`config.mk`:
```
export PLATFORM = sky130hd
export DESIGN_NAME = scan_sequencer
export DESIGN_NICKNAME = d
export VERILOG_FILES = /design/src/rtl/scan_sequencer.sv
export SDC_FILE = /design/constraint.sdc
export NUM_CORES = 1
export LEC_CHECK = 0
export ABC_AREA = 1
export CORE_ASPECT_RATIO = 1.5
export CORE_MARGIN = 1.5
export CORE_UTILIZATION = 40
export DETAILED_ROUTE_END_ITERATION = 10
export PLACE_DENSITY_LB_ADDON = 0.1
export SETUP_SLACK_MARGIN = 0.2
export SYNTH_ARGS = -nofsm -noshare
export SYNTH_HDL_FRONTEND = slang
export SYNTH_SLANG_ARGS = --single-unit
```
`constraint.sdc`:
```
create_clock -name clk -period 2.85 [get_ports clk]
set_input_delay 0.285 -clock clk [delete_from_list [all_inputs] [get_ports clk]]
set_output_delay 0.285 -clock clk [all_outputs]
set_load 0.02 [all_outputs]
```
`src/rtl/scan_sequencer.sv`:
```
// Channel scanner driving a downstream 3-to-8 one-hot decoder: steps through enabled
// channels with a programmable dwell, blanking gaps between slots, continuous or single pass.
module scan_sequencer #(
  parameter int TICK_DIV = 1000,
  parameter int BLANK    = 2
) (
  input  logic       clk,
  input  logic       rst_n,
  input  logic       start,
  input  logic       stop,
  input  logic       mode,
  input  logic [7:0] mask,
  output logic [2:0] sel,
  output logic       sel_en,
  output logic       busy,
  output logic       done,
  output logic       wrap
);
  localparam int MAXC = (TICK_DIV > BLANK) ? TICK_DIV : BLANK;
  localparam int CW   = $clog2(MAXC + 1);
  localparam logic [CW-1:0] TD_LAST = CW'(TICK_DIV - 1);
  localparam logic [CW-1:0] BL_LAST = CW'(BLANK - 1);

  typedef enum logic [1:0] {S_IDLE, S_DWELL, S_BLANK} state_t;

  state_t        state_q;
  logic [CW-1:0] cnt_q;
  logic [2:0]    sel_q;
  logic          sel_en_q, busy_q, done_q, wrap_q, mode_q;

  logic [2:0]    first_sel_d, nxt_sel_d;
  logic          nxt_wrap_d, found_d, adv_d;

  // Lowest enabled channel for start, and circular next-above search for advance.
  always_comb begin
    first_sel_d = 3'd0;
    for (int i = 7; i >= 0; i--)
      if (mask[i]) first_sel_d = 3'(i);
    nxt_sel_d  = sel_q;
    nxt_wrap_d = 1'b0;
    found_d    = 1'b0;
    for (int k = 1; k <= 8; k++) begin
      if (!found_d && mask[sel_q + 3'(k)]) begin
        found_d    = 1'b1;
        nxt_sel_d  = sel_q + 3'(k);
        nxt_wrap_d = ((sel_q + 3'(k)) <= sel_q);
      end
    end
  end

  assign adv_d = ((state_q == S_DWELL) && (cnt_q == TD_LAST) && (BLANK == 0)) ||
                 ((state_q == S_BLANK) && (cnt_q == BL_LAST));

  always_ff @(posedge clk) begin
    if (!rst_n) begin
      state_q  <= S_IDLE;
      cnt_q    <= '0;
      sel_q    <= 3'd0;
      sel_en_q <= 1'b0;
      busy_q   <= 1'b0;
      done_q   <= 1'b0;
      wrap_q   <= 1'b0;
      mode_q   <= 1'b0;
    end else begin
      done_q <= 1'b0;
      wrap_q <= 1'b0;
      if (stop) begin
        state_q  <= S_IDLE;
        cnt_q    <= '0;
        sel_en_q <= 1'b0;
        busy_q   <= 1'b0;
      end else if (adv_d) begin
        cnt_q <= '0;
        if (mask == 8'd0) begin
          state_q  <= S_IDLE;
          sel_en_q <= 1'b0;
          busy_q   <= 1'b0;
        end else if (nxt_wrap_d && mode_q) begin
          state_q  <= S_IDLE;
          sel_en_q <= 1'b0;
          busy_q   <= 1'b0;
          done_q   <= 1'b1;
          wrap_q   <= 1'b1;
        end else begin
          state_q  <= S_DWELL;
          sel_q    <= nxt_sel_d;
          sel_en_q <= 1'b1;
          wrap_q   <= nxt_wrap_d;
        end
      end else begin
        case (state_q)
          S_IDLE: begin
            if (start && (mask != 8'd0)) begin
              state_q  <= S_DWELL;
              cnt_q    <= '0;
              sel_q    <= first_sel_d;
              sel_en_q <= 1'b1;
              busy_q   <= 1'b1;
              mode_q   <= mode;
            end
          end
          S_DWELL: begin
            if (cnt_q == TD_LAST) begin
              state_q  <= S_BLANK;
              cnt_q    <= '0;
              sel_en_q <= 1'b0;
            end else begin
              cnt_q <= cnt_q + 1'b1;
            end
          end
          S_BLANK: cnt_q <= cnt_q + 1'b1;
          default: begin
            state_q  <= S_IDLE;
            cnt_q    <= '0;
            sel_en_q <= 1'b0;
            busy_q   <= 1'b0;
          end
        endcase
      end
    end
  end

  assign sel    = sel_q;
  assign sel_en = sel_en_q;
  assign busy   = busy_q;
  assign done   = done_q;
  assign wrap   = wrap_q;
endmodule

```
==> results_dict.tcl, run 1 <==
set metrics [dict create \
    outcome "finished clean" \
    syn_area_per_cell_um2 6.07 \
    worstPathRequired_ns 3.01 \
    total_power_mw 0.931 \
    synth_ff_type "dfxtp_1" \
    mostFrequentLayoutCell "nand2_1" \
    ios 20 \
    cts-root-buf "clkbuf_8" \
    grt_overflow_total 0 \
    wl_um 5790 \
    worstSetupStartpointType "flip-flop" \
    area_growth_pct 16.9 \
    synth_cell_types 36 \
    fin_nets 399 \
    die_x_um 62.4 \
    maxSlewViolCount 0 \
    synth-edff-count 0 \
    io_buffer_count 19 \
    path_class "flip-flop to flip-flop" \
    async_reset_ff_frac 0 \
    finalHoldViolCount 0 \
    syn-num-nets 374 \
    max_freq_mhz 418 \
    grt_pass1_wl_um 10200 \
    dp_cells 437 \
    tns_ns 0 \
    start_util 0.414 \
    antenna_found_initial 0 \
    postRouteAntennaNets 0 \
    syn-cell-area_um2 2120 \
    die-area_um2 5750 \
    row_count 32 \
    cts_buffer_depth 2 \
    drc_errors 0 \
    ir_worst_vdd_uv 206 \
    grt_max_degree 15 \
    cts_tree "built" \
    tightest_slew_ns 0.441 \
    setup_viol 0 \
    drive_gt1_frac 0.150 \
    p_leak_nw 1.10 \
    grt_pass1_vias 2291 \
    powerDensity_nw_per_um2 376 \
    yosys_warnings 0 \
    skew_ns 0.00725 \
    final_cells 441 \
    yosys_register_bits 19 \
    core_um2 5120 \
    dp_slack_ns 0.0765 \
    worst_slack_ns 0.456 \
    worst_skew_pair.late_latency_ns 0.26 \
    htree_levels 1 \
    final_util 0.484 \
    die_height_um 92.2 \
    holdBufCountCts 0 \
    rsz0062_at_grt "no" \
    ys_seq_area_frac 0.179 \
    slew_headroom 0.703 \
    arrival_ns 2.56 \
    wl_per_cell_um 13.1 \
    endpoint_kind "flip-flop" \
    hold_path.class "flip-flop to flip-flop" \
    dr.pass1.iters 4 \
    drt_iter0_markers 106 \
    gp_congestion 0.912 \
    cap_violations 0 \
    cts.sinks 19 \
    crit_fanout 14 \
    cts.clk_slew.worst_paths_ns 0.08 \
    fin_crit_ns 2.39 \
    layout_common_cells "84 x nand2_1, 47 x inv_1, 39 x nand3_1" \
    syn_inst 349 \
    vias 2221 \
    grt_usage 0.217 \
    antenna_cells 0 \
    cts_buffers 3 \
    routed_via_density 5.04 \
    dp_hpwl_um 4820 \
    post-route-period-util 0.840 \
]
[Yosys cell counts, drive strengths merged, types with 2 or more instances]
cell,number,share of area
nand2,95,0.19
inv,53,0.094
nor2,49,0.12
nand3,46,0.13
dfxtp,19,0.18
o21ai,18,0.046
a21oi,17,0.040
ha,12,0.071
nor3,11,0.028
nor4,6,0.021
buf,5,0.019
nand4,5,0.022
a31oi,2,0.0059
nor3b,2,0.0071
o211ai,2,0.0071
[worst max-delay path, stage by stage, from the launching register on]
cell     delay [ns]
dfxtp_2        0.37
buf_6          0.17
ha_2           0.25
nor2_4         0.05
nor2_2         0.19
nand3_1        0.12
nand2_2        0.13
nor2_8         0.06
nand3_2        0.13
nor2_1         0.05
nor2_1         0.10
nand3_1        0.11
o21ai_2        0.17
nand2_2        0.08
nand2_4        0.11
nand2_1        0.07
nor2_1         0.08
nor2_1         0.05
[cells by family after synthesis]
family,after synthesis,synth area share
adder cells (fa/ha/maj),12,0.0708
AO/OA/AOI/OAI,44,0.117
XOR/XNOR,1,0.00413
flip-flops,19,0.179
AND/OR/NAND/NOR,215,0.515
buffers and inverters,58,0.113
[flip-flops by register name (all words and copies together) (netlist names)]
| signal | flops |
|---|---|
| busy | 1 |
| cnt_q | 10 |
| done | 1 |
| mode_q | 1 |
| sel | 3 |
| state_q | 2 |
| wrap | 1 |
[report_power, final]
| group | internal, mW | switching [mW] |
|---|---|---|
| Combinational | 0.163 | 0.299 |
| Sequential | 0.273 | 0.00579 |
| Clock | 0.0972 | 0.0930 |
| Total | 0.533 | 0.398 |
[layer usage]
metal | track usage | share of wire | vias up
met3 | 0.0147 | 0.017 | 8
li1 | - | - | 1191
met4 | 0.0833 | 0.024 | 0
met2 | 0.444 | 0.57 | 34
met5 | 0 | 0 | -
met1 | 0.222 | 0.39 | 988
[repair_timing]
action / 4_1_cts / 5_1_grt
resized for setup: 0 / 8
setup endpoints to repair: 0 / 10
buffers inserted: 0 / 0
[stage by stage]
step           cell area, µm²  hold slack, ns
5_1_grt                  2480           0.530
4_1_cts                  2450           0.498
2_1_floorplan            2120           0.398
6_report                 2480           0.496
3_3_place_gp             2400           0.480
3_5_place_dp             2400           0.478
[area by class of cell]
| cell class | instances | area, µm² |
|---|---|---|
| clock buffers | 3 | 41.3 |
| clock inverters | 1 | 5.00 |
| inverters | 53 | 199 |
| fillers | 601 | 2650 |
| multi-input cells | 272 | 1530 |
| repair buffers | 25 | 239 |
| flip-flops and latches | 19 | 383 |
| well taps | 68 | 85.1 |
[worst paths after layout]
kind | startpoint | to | slack [ns] | depth (start not counted)
max | sel[0]$_SDFFE_PN0P_ | busy$_SDFFE_PP0P_ | 0.46 | 17
min | busy$_SDFFE_PP0P_ | busy$_SDFFE_PP0P_ | 0.50 | 2
max reg2reg | sel[0]$_SDFFE_PN0P_ | busy$_SDFFE_PP0P_ | 0.46 | 17
min reg2reg | busy$_SDFFE_PP0P_ | busy$_SDFFE_PP0P_ | 0.50 | 2
No activity file was read; power rests on OpenSTA's default activity.
==> inputs of run 2 (changes only) <==
==> constraint.sdc (replaced) <==
create_clock -name clk -period 2.2 [get_ports clk]
set_input_delay 0.22 -clock clk [delete_from_list [all_inputs] [get_ports clk]]
set_output_delay 0.22 -clock clk [all_outputs]
set_load 0.02 [all_outputs]
==> run 2 against run 1 <==
The run now ends with setup timing left. Core utilization grew 17 points. Cell count grew 15%. Setup slack lost 0.62 ns. Maximum frequency grew 1.3%. Register-to-register slack lost 0.62 ns. Via count grew 17%. Non-clock buffer count grew 67.
==> results_dict.tcl, run 2 (same netlist as run 1, synthesis figures left out) <==
set metrics [dict create \
    cts-root-buf "clkbuf_8" \
    drc_errors 0 \
    crit_start "sel[1]$_SDFFE_PN0P_" \
    max_freq_mhz 423 \
    cts_tree "built" \
    grt_overflow_total 0 \
    die_height_um 92.2 \
    ios 20 \
    cp_slowest_stage_delay_ns 0.38 \
    area_growth_pct 59.1 \
    worstSetupStartpointType "flip-flop" \
    cp_cell_sequence "inv_4 -> ha_4 -> nand3_2 -> nand2_2 -> nor2_2 -> buf_4 -> nor2_4 -> nand4_4 -> nor2_4 -> nand3_2 -> nand2_2 -> o21ai_2 -> nand2_2 -> nand2_4 -> a21oi_2 -> nor2_1" \
    vias 2600 \
    layout_common_cells "66 x nand2_1, 61 x buf_4, 44 x inv_1" \
    cts.sinks 19 \
    holdBufCountCts 0 \
    fillers 472 \
    cts_buffers 3 \
    path_delay_family "simple AND/OR/NAND/NOR gates" \
    post-route-period-util 1.07 \
    hold_path.class "flip-flop to flip-flop" \
    setup_viol 7 \
    cp_common_cell "nand2_2" \
    skew_ns 0.00156 \
    multi_input_area_um2 1820 \
    die-area_um2 5750 \
    die_x_um 62.4 \
    regMostFlops "cnt_q" \
    gp_congestion 0.942 \
    final_cells 508 \
    worstHoldStart "busy$_SDFFE_PP0P_" \
    cap_violations 0 \
    grt_max_degree 12 \
    maxSlewViolCount 0 \
    grtUsageMet3 0.0172 \
    cts_buffer_depth 2 \
    largest_register_ff_count 10 \
    powerDensity_nw_per_um2 460 \
    path_buf_inv 2 \
    outcome "finished, violations left" \
    fin_crit_ns 2.36 \
    rsz0062_at_grt "yes" \
    path_class "flip-flop to flip-flop" \
    postRouteAntennaNets 0 \
    dp_cells 485 \
    crit_slowest_cell "dfxtp_4" \
    ir_worst_vdd_uv 496 \
    arrival_ns 2.52 \
    htree_levels 1 \
    dr.pass1.iters 4 \
    met2_usage 0.474 \
    worstPathRequired_ns 2.35 \
    row_count 32 \
    fin_nets 466 \
    start_util 0.414 \
    grt_pass1_wl_um 10900 \
    dp_hpwl_um 5310 \
    endpoint_kind "flip-flop" \
    mostFrequentLayoutCell "nand2_1" \
    crit_fanout 8 \
    final_util 0.658 \
    worst_slack_ns -0.163 \
    drt_iter0_markers 104 \
    cts.clk_slew.worst_paths_ns 0.07 \
    p_leak_nw 1.58 \
    antenna_cells 0 \
    core_um2 5120 \
    worst_skew_pair.late_latency_ns 0.25 \
    routed_via_density 5.12 \
    busiest_layer "met2" \
    slew_headroom 0.759 \
    grt_usage 0.234 \
    wl_per_cell_um 13.7 \
    grt_pass1_vias 2465 \
    r2r_start "sel[1]$_SDFFE_PN0P_" \
    violations "setup timing" \
    io_buffer_count 19 \
    regArea_um2 395 \
    drive_gt1_frac 0.414 \
    tightest_slew_ns 0.358 \
    grt_use_met1 0.230 \
    finalHoldViolCount 0 \
    wl_um 6950 \
    antenna_found_initial 0 \
]
-- run 2: changes by cell type in the layout (fill, tap and decap cells not counted), moves of 7 or more --
cell             delta
clkdlybuf4s50_1     -7
nand3_2             +9
nand3_1            -13
nand2_1            -18
buf_6               +9
buf_4              +56
nand2_2            +13
-- run 2: final cells by class --
| class | instances | share of cell area |
|---|---|---|
| inverter | 53 | 0.0620 |
| timing repair buffer | 92 | 0.242 |
| multi-input combinational | 272 | 0.541 |
| clock buffer | 4 | 0.0134 |
| tap | 68 | 0.0252 |
| sequential | 19 | 0.117 |
-- run 2: through the flow --
stage	area (µm²)	total power, mW	TNS [ns]	hold WS (ns)	setup WS (ns)
finish	3370	1.55	-0.906	0.469	-0.163
global route	3370	1.65	-1.88	0.514	-0.309
detailed placement	2830	1.10	-1.51	0.479	-0.233
floorplan	2200	0.828	-0.598	0.331	-0.143
CTS	3050	1.42	-0.437	0.494	-0.0956
global placement	2830	1.09	-1.37	0.470	-0.230
-- run 2: per-layer routing --
metal | part of all wire | wire [µm] | up-vias
met5 | 0 | 0 | -
met4 | 0.059 | 410 | 0
met3 | 0.024 | 164 | 27
met2 | 0.56 | 3890 | 60
met1 | 0.36 | 2480 | 1185
li1 | - | - | 1328
-- run 2: what timing repair did --
action	CTS	global route
pin swaps	16	30
endpoints found under the setup margin	13	18
gates resized for setup	31	60
buffers inserted	7	12
-- run 2: worst reg2reg max path: stages (launching register included) --
cell and delay (ns):
dfxtp_4 0.38, inv_4 0.06, ha_4 0.35, nand3_2 0.14, nand2_2 0.11, nor2_2 0.05, buf_4 0.14, nor2_4 0.13
nand4_4 0.11, nor2_4 0.19, nand3_2 0.10, nand2_2 0.09, o21ai_2 0.07, nand2_2 0.09, nand2_4 0.10, a21oi_2 0.14
nor2_1 0.04
-- run 2: worst paths after layout --
| check | to | slack [ns] | depth (start not counted) |
|---|---|---|---|
| setup / recovery | sel[0]$_SDFFE_PN0P_ | -0.16 | 16 |
| hold / removal | busy$_SDFFE_PP0P_ | 0.47 | 2 |
| setup reg to reg | sel[0]$_SDFFE_PN0P_ | -0.16 | 16 |
| hold reg to reg | busy$_SDFFE_PP0P_ | 0.47 | 2 |
-- run 2: report_power, final --
part | leakage (nW) | switching (mW) | internal (mW)
Clock | 0.0228 | 0.120 | 0.129
Sequential | 0.158 | 0.0102 | 0.352
Combinational | 1.40 | 0.513 | 0.429
==> inputs of run 3 (changes only) <==
--- a/config.mk
+++ b/config.mk
@@ -9,6 +9,8 @@
 export CORE_ASPECT_RATIO = 1.5
 export CORE_MARGIN = 1.5
 export CORE_UTILIZATION = 40
+export CTS_BUF_LIST = sky130_fd_sc_hd__clkbuf_8
+export CTS_CLUSTER_SIZE = 24
 export DETAILED_ROUTE_END_ITERATION = 10
 export PLACE_DENSITY_LB_ADDON = 0.1
 export SETUP_SLACK_MARGIN = 0.2
==> constraint.sdc (replaced) <==
create_clock -name clk -period 2.2 [get_ports clk]
set_input_delay 0.22 -clock clk [delete_from_list [all_inputs] [get_ports clk]]
set_output_delay 0.22 -clock clk [all_outputs]
set_load 0.05 [all_outputs]
==> run 3 against run 2 <==
The run still ends with setup timing left. Total power fell by 2.9%. Critical path depth increased by 2. Die area stayed put. Via count shrank 2.0%. Cell area decreased by 2.8%. Non-clock buffer count fell by 5. Maximum frequency up 2.0%. Highest routed layer unchanged.
==> results_dict.tcl, run 3 (same netlist as run 1, synthesis figures left out) <==
set metrics [dict create \
    worstPathRequired_ns 2.35 \
    worst_slack_ns -0.117 \
    cap_violations 0 \
    area_growth_pct 54.6 \
    ios 20 \
    antenna_found_initial 0 \
    slew_headroom 0.666 \
    drc_errors 0 \
    met3_length_um 169 \
    routed_via_density 5.06 \
    maxSlewViolCount 0 \
    rsz0062_at_grt "yes" \
    fillers 506 \
    wl_per_cell_um 13.7 \
    grt_overflow_total 0 \
    core_um2 5120 \
    cts.sinks 19 \
    path_class "flip-flop to flip-flop" \
    drt_iter0_markers 135 \
    p_leak_nw 1.56 \
    r2r_start "sel[0]$_SDFFE_PN0P_" \
    fin_crit_ns 2.32 \
    skew_ns 0.00120 \
    fin_nets 461 \
    crit_fanout 7 \
    regMostFlops "cnt_q" \
    io_buffer_count 19 \
    max_freq_mhz 432 \
    finalHoldViolCount 0 \
    top_layer_used "met4" \
    cts_buffer_depth 2 \
    worstSetupStartpointType "flip-flop" \
    crit_start "sel[0]$_SDFFE_PN0P_" \
    start_util 0.414 \
    hold_path.class "flip-flop to flip-flop" \
    tightest_slew_ns 0.499 \
    wl_um 6900 \
    post_dp_cell_area_um2 2860 \
    die-area_um2 5750 \
    cts.clk_slew.worst_paths_ns 0.08 \
    dp_hpwl_um 5360 \
    holdWs_ns 0.504 \
    worst_skew_pair.late_latency_ns 0.26 \
    grt_pass1_wl_um 11300 \
    stdcell_area_um2 3280 \
    postRouteAntennaNets 0 \
    cts-root-buf "clkbuf_8" \
    grt_max_degree 12 \
    row_count 32 \
    dr.pass1.iters 4 \
    setup_viol 7 \
    cts_buffers 3 \
    antenna_cells 0 \
    post-route-period-util 1.05 \
    endpoint_kind "flip-flop" \
    cts_tree "built" \
    arrival_ns 2.47 \
    met2_wirelength_um 4010 \
    final_util 0.639 \
    powerDensity_nw_per_um2 460 \
    outcome "finished, violations left" \
    die_x_um 62.4 \
    ir_worst_vdd_uv 380 \
    gp_congestion 0.975 \
    htree_levels 1 \
    largest_register_ff_count 10 \
    worstHoldStart "busy$_SDFFE_PP0P_" \
    drive_gt1_frac 0.395 \
    violations "setup timing" \
    grt_pass1_vias 2609 \
    grt_usage 0.242 \
    tns_ns -0.727 \
    die_height_um 92.2 \
    wl_met1_um 2370 \
    vias 2547 \
    layout_common_cells "66 x nand2_1, 66 x buf_4, 47 x inv_1" \
]
## run 3: layout make-up
class	instances	area, µm²	share of cell area
well taps	68	85.1	0.0260
clock buffers	3	41.3	0.0126
multi-input cells	272	1810	0.554
inverters	53	211	0.0645
repair buffers	87	722	0.220
clock inverters	1	5.00	0.00153
flip-flops and latches	19	398	0.121
## run 3: where the power goes
part	switching, mW	internal, mW
combinational	0.507	0.389
sequential	0.00999	0.351
clock	0.123	0.126
total	0.640	0.866
## run 3: what timing repair did
item,4_1_cts,5_1_grt
setup endpoints to repair,14,18
hold buffers,0,0
pin swaps,18,15
gates resized for setup,35,42
buffers inserted,9,1
cloned,0,0
## run 3: critical path, stage by stage, from the launching register on
cell and delay (ns):
dfxtp_4 0.39, inv_4 0.06, ha_4 0.35, inv_6 0.07, nand3_4 0.08, nand2_4 0.07
nand2_2 0.08, nand2_4 0.07, nand3_2 0.06, nand2_1 0.05, inv_1 0.05, nand2_1 0.05
nor2_1 0.12, nand3_2 0.10, buf_4 0.14, buf_4 0.12, buf_4 0.12, nor2_1 0.13
nor3b_1 0.07
## run 3: path summary, 6_finish.rpt
check | to | slack [ns] | depth (start not counted)
setup / recovery | done$_SDFF_PP0_ | -0.12 | 18
hold / removal | busy$_SDFFE_PP0P_ | 0.50 | 2
setup reg to reg | done$_SDFF_PP0_ | -0.12 | 18
hold reg to reg | busy$_SDFFE_PP0P_ | 0.50 | 2
## run 3: routing by layer
metal	vias to the layer above	GRT usage
met1	1152	0.221
met3	22	0.0209
met5	-	0
met2	58	0.499
met4	0	0.146
li1	1315	-
## run 3: metrics by stage
step | setup WS [ns] | std cells | total power [mW]
global placement | -0.208 | 489 | 1.12
CTS | -0.0281 | 502 | 1.46
global route | -0.265 | 503 | 1.61
finish | -0.117 | 503 | 1.51
floorplan | -0.219 | 349 | 0.841
detailed placement | -0.216 | 489 | 1.11
